**src/rtl/lora_frame_rx_if.sv**
```systemverilog
// rtl/lora_frame_rx_if.sv - received-byte strobe bus between a UART receiver and lora_frame_rx
interface lora_frame_rx_if;
    logic       rx_valid;
    logic [7:0] rx_data;

    modport master (output rx_valid, output rx_data);
    modport slave  (input  rx_valid, input  rx_data);
endinterface

```
**src/rtl/lora_frame_rx.sv**
```systemverilog
// rtl/lora_frame_rx.sv - HDR/payload/[XOR checksum]/TRL byte-frame receiver with inter-byte timeout
// Optional checksum byte enabled by defining LORA_FRAME_CSUM_EN.
module lora_frame_rx #(
    parameter int         PAYLOAD_LEN = 1,
    parameter logic [7:0] HDR_BYTE    = 8'hAA,
    parameter logic [7:0] TRL_BYTE    = 8'hAA,
    parameter int         TIMEOUT_CYC = 50000
) (
    input  logic                     clk,
    input  logic                     rst_n,
    lora_frame_rx_if.slave           rx,
    output logic [8*PAYLOAD_LEN-1:0] payload,
    output logic                     frame_ok,
    output logic                     frame_err,
    output logic [1:0]               err_code,
    output logic [7:0]               frame_cnt,
    output logic                     busy
);
    localparam int IW = (PAYLOAD_LEN > 1) ? $clog2(PAYLOAD_LEN) : 1;
    localparam int CW = $clog2(TIMEOUT_CYC);

`ifdef LORA_FRAME_CSUM_EN
    typedef enum logic [1:0] {IDLE, PAYLOAD, CSUM, TRAILER} state_t;
    localparam state_t AFTER_PAYLOAD = CSUM;
`else
    typedef enum logic [1:0] {IDLE, PAYLOAD, TRAILER} state_t;
    localparam state_t AFTER_PAYLOAD = TRAILER;
`endif

    state_t                   state;
    logic [8*PAYLOAD_LEN-1:0] shadow;
    logic [IW-1:0]            idx;
    logic [7:0]               csum;
    logic [CW-1:0]            tcnt;

    always_ff @(posedge clk or negedge rst_n) begin
        if (!rst_n) begin
            state     <= IDLE;
            payload   <= '0;
            frame_ok  <= 1'b0;
            frame_err <= 1'b0;
            err_code  <= 2'b00;
            frame_cnt <= 8'd0;
            busy      <= 1'b0;
            shadow    <= '0;
            idx       <= '0;
            csum      <= 8'd0;
            tcnt      <= '0;
        end else begin
            frame_ok  <= 1'b0;
            frame_err <= 1'b0;
            case (state)
                IDLE: begin
                    tcnt <= '0;
                    if (rx.rx_valid && rx.rx_data == HDR_BYTE) begin
                        state <= PAYLOAD;
                        busy  <= 1'b1;
                        idx   <= '0;
                        csum  <= 8'd0;
                    end
                end
                default: begin
                    // A byte arriving on the last allowed cycle takes priority over the timeout.
                    if (rx.rx_valid) begin
                        tcnt <= '0;
                        case (state)
                            PAYLOAD: begin
                                for (int i = 0; i < PAYLOAD_LEN; i++) begin
                                    if (idx == IW'(i))
                                        shadow[8*(PAYLOAD_LEN-1-i) +: 8] <= rx.rx_data;
                                end
                                csum <= csum ^ rx.rx_data;
                                if (idx == IW'(PAYLOAD_LEN-1))
                                    state <= AFTER_PAYLOAD;
                                else
                                    idx <= idx + IW'(1);
                            end
`ifdef LORA_FRAME_CSUM_EN
                            CSUM: begin
                                if (rx.rx_data == csum) begin
                                    state <= TRAILER;
                                end else begin
                                    state     <= IDLE;
                                    busy      <= 1'b0;
                                    frame_err <= 1'b1;
                                    err_code  <= 2'b10;
                                end
                            end
`endif
                            TRAILER: begin
                                state <= IDLE;
                                busy  <= 1'b0;
                                if (rx.rx_data == TRL_BYTE) begin
                                    payload   <= shadow;
                                    frame_ok  <= 1'b1;
                                    frame_cnt <= frame_cnt + 8'd1;
                                end else begin
                                    frame_err <= 1'b1;
                                    err_code  <= 2'b01;
                                end
                            end
                            default: begin
                                state <= IDLE;
                                busy  <= 1'b0;
                            end
                        endcase
                    end else if (tcnt == CW'(TIMEOUT_CYC-1)) begin
                        state     <= IDLE;
                        busy      <= 1'b0;
                        tcnt      <= '0;
                        frame_err <= 1'b1;
                        err_code  <= 2'b11;
                    end else begin
                        tcnt <= tcnt + CW'(1);
                    end
                end
            endcase
        end
    end
endmodule

```
**src/flat_wrapper.sv**
```systemverilog
// flat-port wrapper written by rule: the top's interface ports become plain ports
module lora_frame_rx_flat 
#(
    parameter int         PAYLOAD_LEN = 1,
    parameter logic [7:0] HDR_BYTE    = 8'hAA,
    parameter logic [7:0] TRL_BYTE    = 8'hAA,
    parameter int         TIMEOUT_CYC = 50000
)
  (clk, rst_n, payload, frame_ok, frame_err, err_code, frame_cnt, busy, rx_rx_valid, rx_rx_data);
  lora_frame_rx_if rx_i ();
  input  logic clk;
  input  logic rst_n;
  output logic [8*PAYLOAD_LEN-1:0] payload;
  output logic frame_ok;
  output logic frame_err;
  output logic [1:0] err_code;
  output logic [7:0] frame_cnt;
  output logic busy;
  input wire logic [$bits(rx_i.rx_valid)-1:0] rx_rx_valid;
  input wire logic [$bits(rx_i.rx_data)-1:0] rx_rx_data;
  assign rx_i.rx_valid = rx_rx_valid;
  assign rx_i.rx_data = rx_rx_data;
  lora_frame_rx #(.PAYLOAD_LEN(PAYLOAD_LEN), .HDR_BYTE(HDR_BYTE), .TRL_BYTE(TRL_BYTE), .TIMEOUT_CYC(TIMEOUT_CYC)) u_core (.clk(clk), .rst_n(rst_n), .rx(rx_i), .payload(payload), .frame_ok(frame_ok), .frame_err(frame_err), .err_code(err_code), .frame_cnt(frame_cnt), .busy(busy));
endmodule
```
**config.mk**
```make
export PLATFORM = sky130hd
export DESIGN_NAME = lora_frame_rx_flat
export DESIGN_NICKNAME = d
export VERILOG_FILES = /design/src/rtl/lora_frame_rx_if.sv /design/src/rtl/lora_frame_rx.sv /design/src/flat_wrapper.sv
export SDC_FILE = /design/constraint.sdc
export NUM_CORES = 1
export LEC_CHECK = 0
export ABC_AREA = 1
export CAP_MARGIN = 20
export CORE_UTILIZATION = 55
export CTS_BUF_LIST = sky130_fd_sc_hd__clkbuf_16
export DETAILED_ROUTE_END_ITERATION = 12
export PLACE_DENSITY = 0.91
export SYNTH_ARGS = -nofsm -noshare
export SYNTH_HDL_FRONTEND = slang
export SYNTH_SLANG_ARGS = --single-unit
export TNS_END_PERCENT = 1
```
**constraint.sdc**
```tcl
create_clock -name clk -period 4.2 [get_ports clk]
set_input_delay 0.84 -clock clk [delete_from_list [all_inputs] [get_ports clk]]
set_output_delay 0.84 -clock clk [all_outputs]
set_load 0.005 [all_outputs]
```
# == Yosys cells after proc, flatten, opt, wreduce, memory -nomap -nowiden ==
# Index checks and enable logic that the tools add are counted.
# word_totals
regBits,48
input_bits,11
output_inout_bits,21
wordCells,68
# classes
addsub,3
eq_ne,9
n_mux,32
bitwise,2
reduce_logical,12
# op_table
cell,count
2-to-1 mux 16 bit,3
2-to-1 mux 2 bit,10
2-to-1 mux 1 bit,19
adder 16 x 1 -> 16 bit (second input constant),1
equality test 16 bit (second input constant),1
AND reduction 4 bit,3
AND reduction 3 bit,3
adder 8 x 1 -> 8 bit (second input constant),1
equality test 8 bit (second input constant),1
nonzero test 2 bit,3
inequality test 2 x 1 -> 1 bit (second input constant),2
inequality test 4 bit (second input constant),1
inequality test 3 x 2 -> 1 bit (second input constant),1
nonzero test 3 bit,1
equality test 2 x 1 -> 1 bit (second input constant),1
equality test 2 bit (second input constant),1
logical NOT 2 bit,1
inequality test 2 bit (second input constant),1
NOT 1 bit,2
adder 1 bit (second input constant),1
logical AND 1 bit,1

# == Longest topological paths before layout ==
# Gate-level depths: netlist (run 1).
# depth
depth_word,5
depth_mapped,10
mapped_depth_nobuf,10

# == Least setup slack after synthesis (run 1) ==
# OpenSTA, ideal clock, no wires.
# synth_path
path_kind,input to register
startpoint,input rx_rx_data[6]
endpoint,register u_core.frame_cnt[1]
setup_time_ps,116
arrival_ps,1540
required_time_ps,4084
slack_ps,2544
path_stages,7
n_path_buf,1
path_cell_list,inv_1 -> nand2_1 -> nor2_1 -> nand4_1 -> buf_2 -> nand2_1 -> nand2_1
# synth_between
elab_chain_len,2
# synth_lines
element,line_no,rtl
start: declaration,flat_wrapper.sv:20,input wire logic [$bits(rx_i.rx_data)-1:0] rx_rx_data;
equality test 8 bit,lora_frame_rx.sv:93,if (rx.rx_data == TRL_BYTE) begin
AND reduction 4 bit (no line),-,
end signal: assignment,lora_frame_rx.sv:96,frame_cnt <= frame_cnt + 8'd1;
end: declaration,lora_frame_rx.sv:16,"output logic [7:0] frame_cnt,"
# Every way passes these cells.
# A chain may end at the register's enable or synchronous reset.

# == Worst setup path after layout (run 1) ==
# layout_path
startpoint,input rx_rx_valid
endpoint,register u_core.frame_cnt[4]
# layout_between
elab_chain_len,1
# layout_lines
element,line_no,rtl
start: declaration,flat_wrapper.sv:19,input wire logic [$bits(rx_i.rx_valid)-1:0] rx_rx_valid;
AND reduction 4 bit (no line),-,
# Every way passes these cells.

==> impl_results.md, run 1 <==
- DIE AREA: 4220 sq um
- Post-route insts no fill: 348
- Antenna Cells: 0
- IO Pins: 32
- Kind of critical path: primary input to flip-flop
- CP endpoint kind: flip-flop
- Cells after synthesis: 264
- Worst setup SP type: primary input
- Detailed-route DRC error count: 0
- CTS root buffer: clkbuf_16
- RSZ-0062 raised after global routing: no
- Clock Latency Late Sink: 0.29 ns
- Synth Net Count: 277
- Seq/Total Area, Yosys: 54.0%
- Setup TNS: 0 ns
- Initial Utilization: 58.2%
- Max-Cap Viols: 0
- Worst VDD drop: 0.000279 V
- Fin nets: 312
- Post-synth EDFFs: 0
- Slew of the pin with the lowest slew margin: 0.542 ns
- Area added between synthesis and finish: 24.2%
- Synth Register Bits: 47
- Vias: 1720
- First-pass GRT wire length: 7120 um
- Syn. warnings: 0
- Gates resized, CTS repair: 0
- Worst EP arrival: 2.53 ns
- Postcts setup bufs: 0
- Final hold violation count: 0
- Period minus WS final: 2.32 ns
- CORE AREA: 3740 sq um
- Worst slew margin: 63.8%
- Commonest non-fill, non-tap cell in the layout: nand2_1
- WP data required: 4.41 ns
- DP HPWL: 2880 um
- Worst-path fanout max: 12
- Outcome: completed
- CTS tree: built
- Dpl cell area: 2520 sq um
- Ys flop type: dfrtp_1
- Cell area after layout: 2710 sq um
- Antenna violations before repair: 0
- Final setup viols: 0
- Crit share post-route: 55.3%
- Clk_skew: 0.00516 ns
- Die Span Y: 65.0 um
- F_max: 431 MHz
- Clock transition at path regs: 0.06 ns
- RD Place Congestion: 0.797
- Asr flop ratio synth: 100%
- Final global-route overflow total: 0
- Post-CTS Hold Fix Bufs: 0
- CTS Sinks: 47
- Detailed Route WL: 4150 um
- Routed wire length per instance: 11.9 um
- Post-DR vias/cell: 4.94
- Highest-count cells in the layout ignoring fill and taps: nand2_1, dfrtp_1, inv_1, nor2_1, clkdlybuf4s50_1
- Dpl cells: 339
- Distinct cells, synth: 27
- Pins Over Slew Limit: 0
- PwrDens: 399 nW/um^2
- Mapped Avg Cell Area: 8.26 sq um
- Final Core Density: 72.3%
- Core Rows: 22
- TritonCTS buffer count: 5
- Drt pass-1 iters: 4
- Leakage power: 1.35 nW
- H-tree Lvls: 2
- Largest net degree at the start of global routing: 48
- Synthesized area: 2180 sq um
- Layout cell share with drive strength beyond 1: 7.33%
- Clock buffer depth: 2
- DR iter-0 viols: 91
- Tot GR Track Use: 22.9%
- DRT antenna net count: 0
- Chip width: 65.0 um
- Port Buf Inserts: 31
- Tightest Hold Check Type: primary input to async pin
- Vias in the first global route: 1688
==> sequential cells by signal, summed over array words and instances (netlist names) <==
| name | cells |
|---|---|
| u_core.busy | 1 |
| u_core.err_code | 2 |
| u_core.frame_cnt | 8 |
| u_core.frame_err | 1 |
| u_core.frame_ok | 1 |
| u_core.payload | 8 |
| u_core.shadow | 8 |
| u_core.state | 2 |
| u_core.tcnt | 16 |
==> cell type report <==
class | count | area, sq um
inverter | 32 | 120
tap | 48 | 60.1
fill | 281 | 1040
sequential | 47 | 1180
clock buffer | 5 | 125
timing repair buffer | 32 | 325
multi-input combinational | 181 | 856
clock inverter | 3 | 43.8
==> cells by family (layout without fill, tap and decap cells) <==
kind of cell             count (synthesis)  count (layout)  synth area share (%)
XOR/XNOR                                 9               9                  3.62
flip-flops                              47              47                  54.0
AND/OR/NAND/NOR                        153             153                  29.2
multiplexers                             4               4                  2.07
adder cells (fa/ha/maj)                  2               2                  1.15
AO/OA/AOI/OAI                           13              13                  3.21
buffers and inverters                   36              72                  6.77
==> worst max-delay path, stage by stage <==
cell and delay (ns):
clkdlybuf4s50_1 0.59, inv_1 0.11, nor2_1 0.11, nand4_1 0.43, inv_1 0.29, nand2_1 0.08
o21ai_0 0.08
==> metal layers <==
layer,vias up,GRT usage [%],wire length (um),share of wire (%)
met5,-,0,0,0
met4,0,10.6,72,1.7
met3,9,6.16,141,3.4
met2,34,38.8,2110,51
met1,801,26.7,1830,44
li1,876,-,-,-
==> synthesized netlist by cell type, types with 2 or more instances <==
cell | n | share of area, %
xor2_1 | 6 | 2.4
mux2_2 | 4 | 2.1
xnor2_1 | 3 | 1.2
nand2_1 | 95 | 16
ha_1 | 2 | 1.1
nor2_2 | 3 | 0.86
a21oi_1 | 4 | 0.92
nor2_1 | 31 | 5.3
inv_1 | 31 | 5.3
nand3_2 | 2 | 0.92
nand4_1 | 2 | 0.57
o21ai_0 | 6 | 1.4
dfrtp_1 | 47 | 54
nand3_1 | 11 | 2.5
nor3_1 | 5 | 1.1
==> final timing paths <==
| check | startpoint | end | slack [ns] | depth (start not counted) |
|---|---|---|---|---|
| min in group clk | u_core.shadow[1]$_DFFE_PN0P_ | u_core.payload[1]$_DFFE_PN0P_ | 0.46 | 2 |
| hold / removal | rst_n | u_core.tcnt[13]$_DFF_PN0_ | 0.42 | 1 |
| hold reg to reg | u_core.shadow[1]$_DFFE_PN0P_ | u_core.payload[1]$_DFFE_PN0P_ | 0.46 | 2 |
| setup / recovery | rx_rx_valid | u_core.frame_cnt[4]$_DFFE_PN0P_ | 1.88 | 7 |
| setup reg to reg | u_core.tcnt[0]$_DFF_PN0_ | u_core.state[1]$_DFFE_PN0P_ | 2.58 | 10 |
| max in group asynchronous | rst_n | u_core.tcnt[5]$_DFF_PN0_ | 3.31 | 2 |
==> power by group <==
group	switching, mW	internal [mW]	leakage (nW)
Clock	0.164	0.280	0.0838
Combinational	0.0699	0.0533	0.636
Sequential	0.0209	0.490	0.633
Total	0.255	0.824	1.35
==> stage by stage <==
stage,total power [mW],hold WS (ns),setup slack [ns]
final,1.08,0.420,1.88
after CTS,1.09,0.463,1.89
after global placement,0.634,0.445,1.70
after floorplan,0.589,0.431,2.54
after global routing,1.13,0.432,1.71
after detailed placement,0.640,0.448,1.61
Power figures use the tool's default switching activity.
==> run 2: changes to the inputs <==
--- a/config.mk
+++ b/config.mk
@@ -7,10 +7,10 @@
 export LEC_CHECK = 0
 export ABC_AREA = 1
 export CAP_MARGIN = 20
-export CORE_UTILIZATION = 55
+export CORE_UTILIZATION = 48
 export CTS_BUF_LIST = sky130_fd_sc_hd__clkbuf_16
 export DETAILED_ROUTE_END_ITERATION = 12
-export PLACE_DENSITY = 0.91
+export PLACE_DENSITY = 0.85
 export SYNTH_ARGS = -nofsm -noshare
 export SYNTH_HDL_FRONTEND = slang
 export SYNTH_SLANG_ARGS = --single-unit
==> constraint.sdc (replaced) <==
create_clock -name clk -period 2 [get_ports clk]
set_input_delay 0.4 -clock clk [delete_from_list [all_inputs] [get_ports clk]]
set_output_delay 0.4 -clock clk [all_outputs]
set_load 0.005 [all_outputs]
==> impl_results.md, run 2 (same netlist as run 1, synthesis figures left out) <==
- Cell area after layout: 2720 sq um
- Clk_skew: 0.00814 ns
- Detailed Route WL: 3990 um
- Final hold violation count: 0
- CP endpoint kind: primary output
- Area added between synthesis and finish: 24.8%
- Period minus WS final: 1.64 ns
- Multi-input logic area: 856 sq um
- Vias: 1746
- Slew of the pin with the lowest slew margin: 0.525 ns
- CORE AREA: 4350 sq um
- Largest net degree at the start of global routing: 26
- Critical Path Stages: 1
- DIE AREA: 4810 sq um
- CP peak stage delay: 0.53 ns
- WP data required: 1.60 ns
- Setup TNS: 0 ns
- TritonCTS buffer count: 5
- CTS root buffer: clkbuf_16
- Drt pass-1 iters: 4
- Largest register FFs: 16
- Worst EP arrival: 1.24 ns
- Largest Register: u_core.tcnt
- Port Buf Inserts: 31
- Max-Cap Viols: 0
- Fill cells: 341
- Tot GR Track Use: 18.5%
- Outcome: completed
- Worst slew margin: 65.0%
- Worst setup SP type: flip-flop
- DRT antenna net count: 0
- IO Pins: 32
- Final setup viols: 0
- Post-DR vias/cell: 4.89
- Die Span Y: 69.4 um
- PwrDens: 778 nW/um^2
- Leakage power: 1.36 nW
- Routed wire length per instance: 11.2 um
- Worst r2r path cells: 10
- Fin nets: 317
- Family with the most delay on the worst path: buffers and inverters
- First-pass GRT wire length: 7150 um
- RSZ-0062 raised after global routing: no
- DR iter-0 viols: 73
- Worst path slowest cell: clkdlybuf4s50_1
- Pins Over Slew Limit: 0
- Postcts setup bufs: 0
- FF+latch area: 1180 sq um
- Core Rows: 24
- Post-CTS Hold Fix Bufs: 0
- Tightest Hold Check Type: primary input to async pin
- CTS Sinks: 47
- RD Place Congestion: 0.854
- Crit share post-route: 81.8%
- Antenna Cells: 0
- F_max: 611 MHz
- Antenna violations before repair: 0
- Vias in the first global route: 1716
- Initial Utilization: 50.1%
- Worst VDD drop: 0.000600 V
- Worst-path fanout max: 4
- Kind of critical path: flip-flop to primary output
- Bufs and invs on worst path: 1
- Dpl cell area: 2580 sq um
- Reg2Reg Setup Slack: 0.41 ns
- CTS tree: built
- Detailed-route DRC error count: 0
- Chip width: 69.4 um
- Commonest non-fill, non-tap cell in the layout: nand2_1
- Highest-count cells in the layout ignoring fill and taps: nand2_1, dfrtp_1, inv_1, nor2_1, clkdlybuf4s50_1
- Final global-route overflow total: 0
- Layout cell share with drive strength beyond 1: 8.85%
- Clock transition at path regs: 0.07 ns
- Clock buffer depth: 2
- Clock Latency Late Sink: 0.29 ns
- DP HPWL: 2960 um
- Reg2reg end: u_core.state[1]$_DFFE_PN0P_
- Gates resized, CTS repair: 0
- CP cell instances: clkdlybuf4s50_1
- H-tree Lvls: 2
- FF-to-FF Start: u_core.tcnt[0]$_DFF_PN0_
==> run 2: cell count changes in the layout (fill, tap and decap cells not counted) <==
cell | previous run | this run
buf_4 | 0 | 5
bufinv_16 | 1 | 0
clkinv_2 | 1 | 3
clkinv_4 | 1 | 0
==> run 2: through the flow <==
step           hold WS (ns)  setup slack [ns]  power [mW]  utilization [%]  instances
2_1_floorplan         0.104             0.677        1.24                -        264
6_report             0.0837             0.363        2.12             62.5        357
3_3_place_gp          0.401             0.165        1.34             59.3        349
5_1_grt               0.123             0.203        2.22             62.5        357
3_5_place_dp          0.404            0.0737        1.35             59.3        349
4_1_cts               0.101             0.355        2.14             62.5        357
==> run 2: layout make-up <==
cell class | instances | area share, %
Inverter | 32 | 4.42
Multi-Input combinational cell | 181 | 31.5
Sequential cell | 47 | 43.2
Timing Repair Buffer | 37 | 13.3
Tap cell | 52 | 2.39
Clock inverter | 3 | 0.552
Clock buffer | 5 | 4.60
==> run 2: worst max path at each step <==
stage                               startpoint  slack (ns)                         endpoint
2_1_floorplan         u_core.tcnt[0]$_DFF_PN0_        0.68         u_core.tcnt[6]$_DFF_PN0_
3_3_place_gp                     rx_rx_data[7]        0.16  u_core.frame_cnt[2]$_DFFE_PN0P_
3_5_place_dp                     rx_rx_data[7]        0.07  u_core.frame_cnt[5]$_DFFE_PN0P_
4_1_cts        u_core.frame_cnt[0]$_DFFE_PN0P_        0.35                     frame_cnt[0]
5_1_grt               u_core.tcnt[0]$_DFF_PN0_        0.20      u_core.state[1]$_DFFE_PN0P_
6_report       u_core.frame_cnt[0]$_DFFE_PN0P_        0.36                     frame_cnt[0]
==> run 2: power breakdown <==
| group | total, mW | switching (mW) | internal, mW | leakage [nW] |
|---|---|---|---|---|
| Clock | 0.787 | 0.332 | 0.456 | 0.0733 |
| Combinational | 0.256 | 0.141 | 0.115 | 0.657 |
| Sequential | 1.07 | 0.0442 | 1.03 | 0.633 |
| Total | 2.12 | 0.517 | 1.60 | 1.36 |
==> run 2: per-layer routing <==
layer / up-vias / GRT usage (%) / wire (um)
met5: - / 0 / 0
li1: 888 / - / -
met4: 0 / 8.84 / 80
met2: 41 / 30.1 / 1930
met3: 8 / 3.49 / 114
met1: 809 / 23.9 / 1870
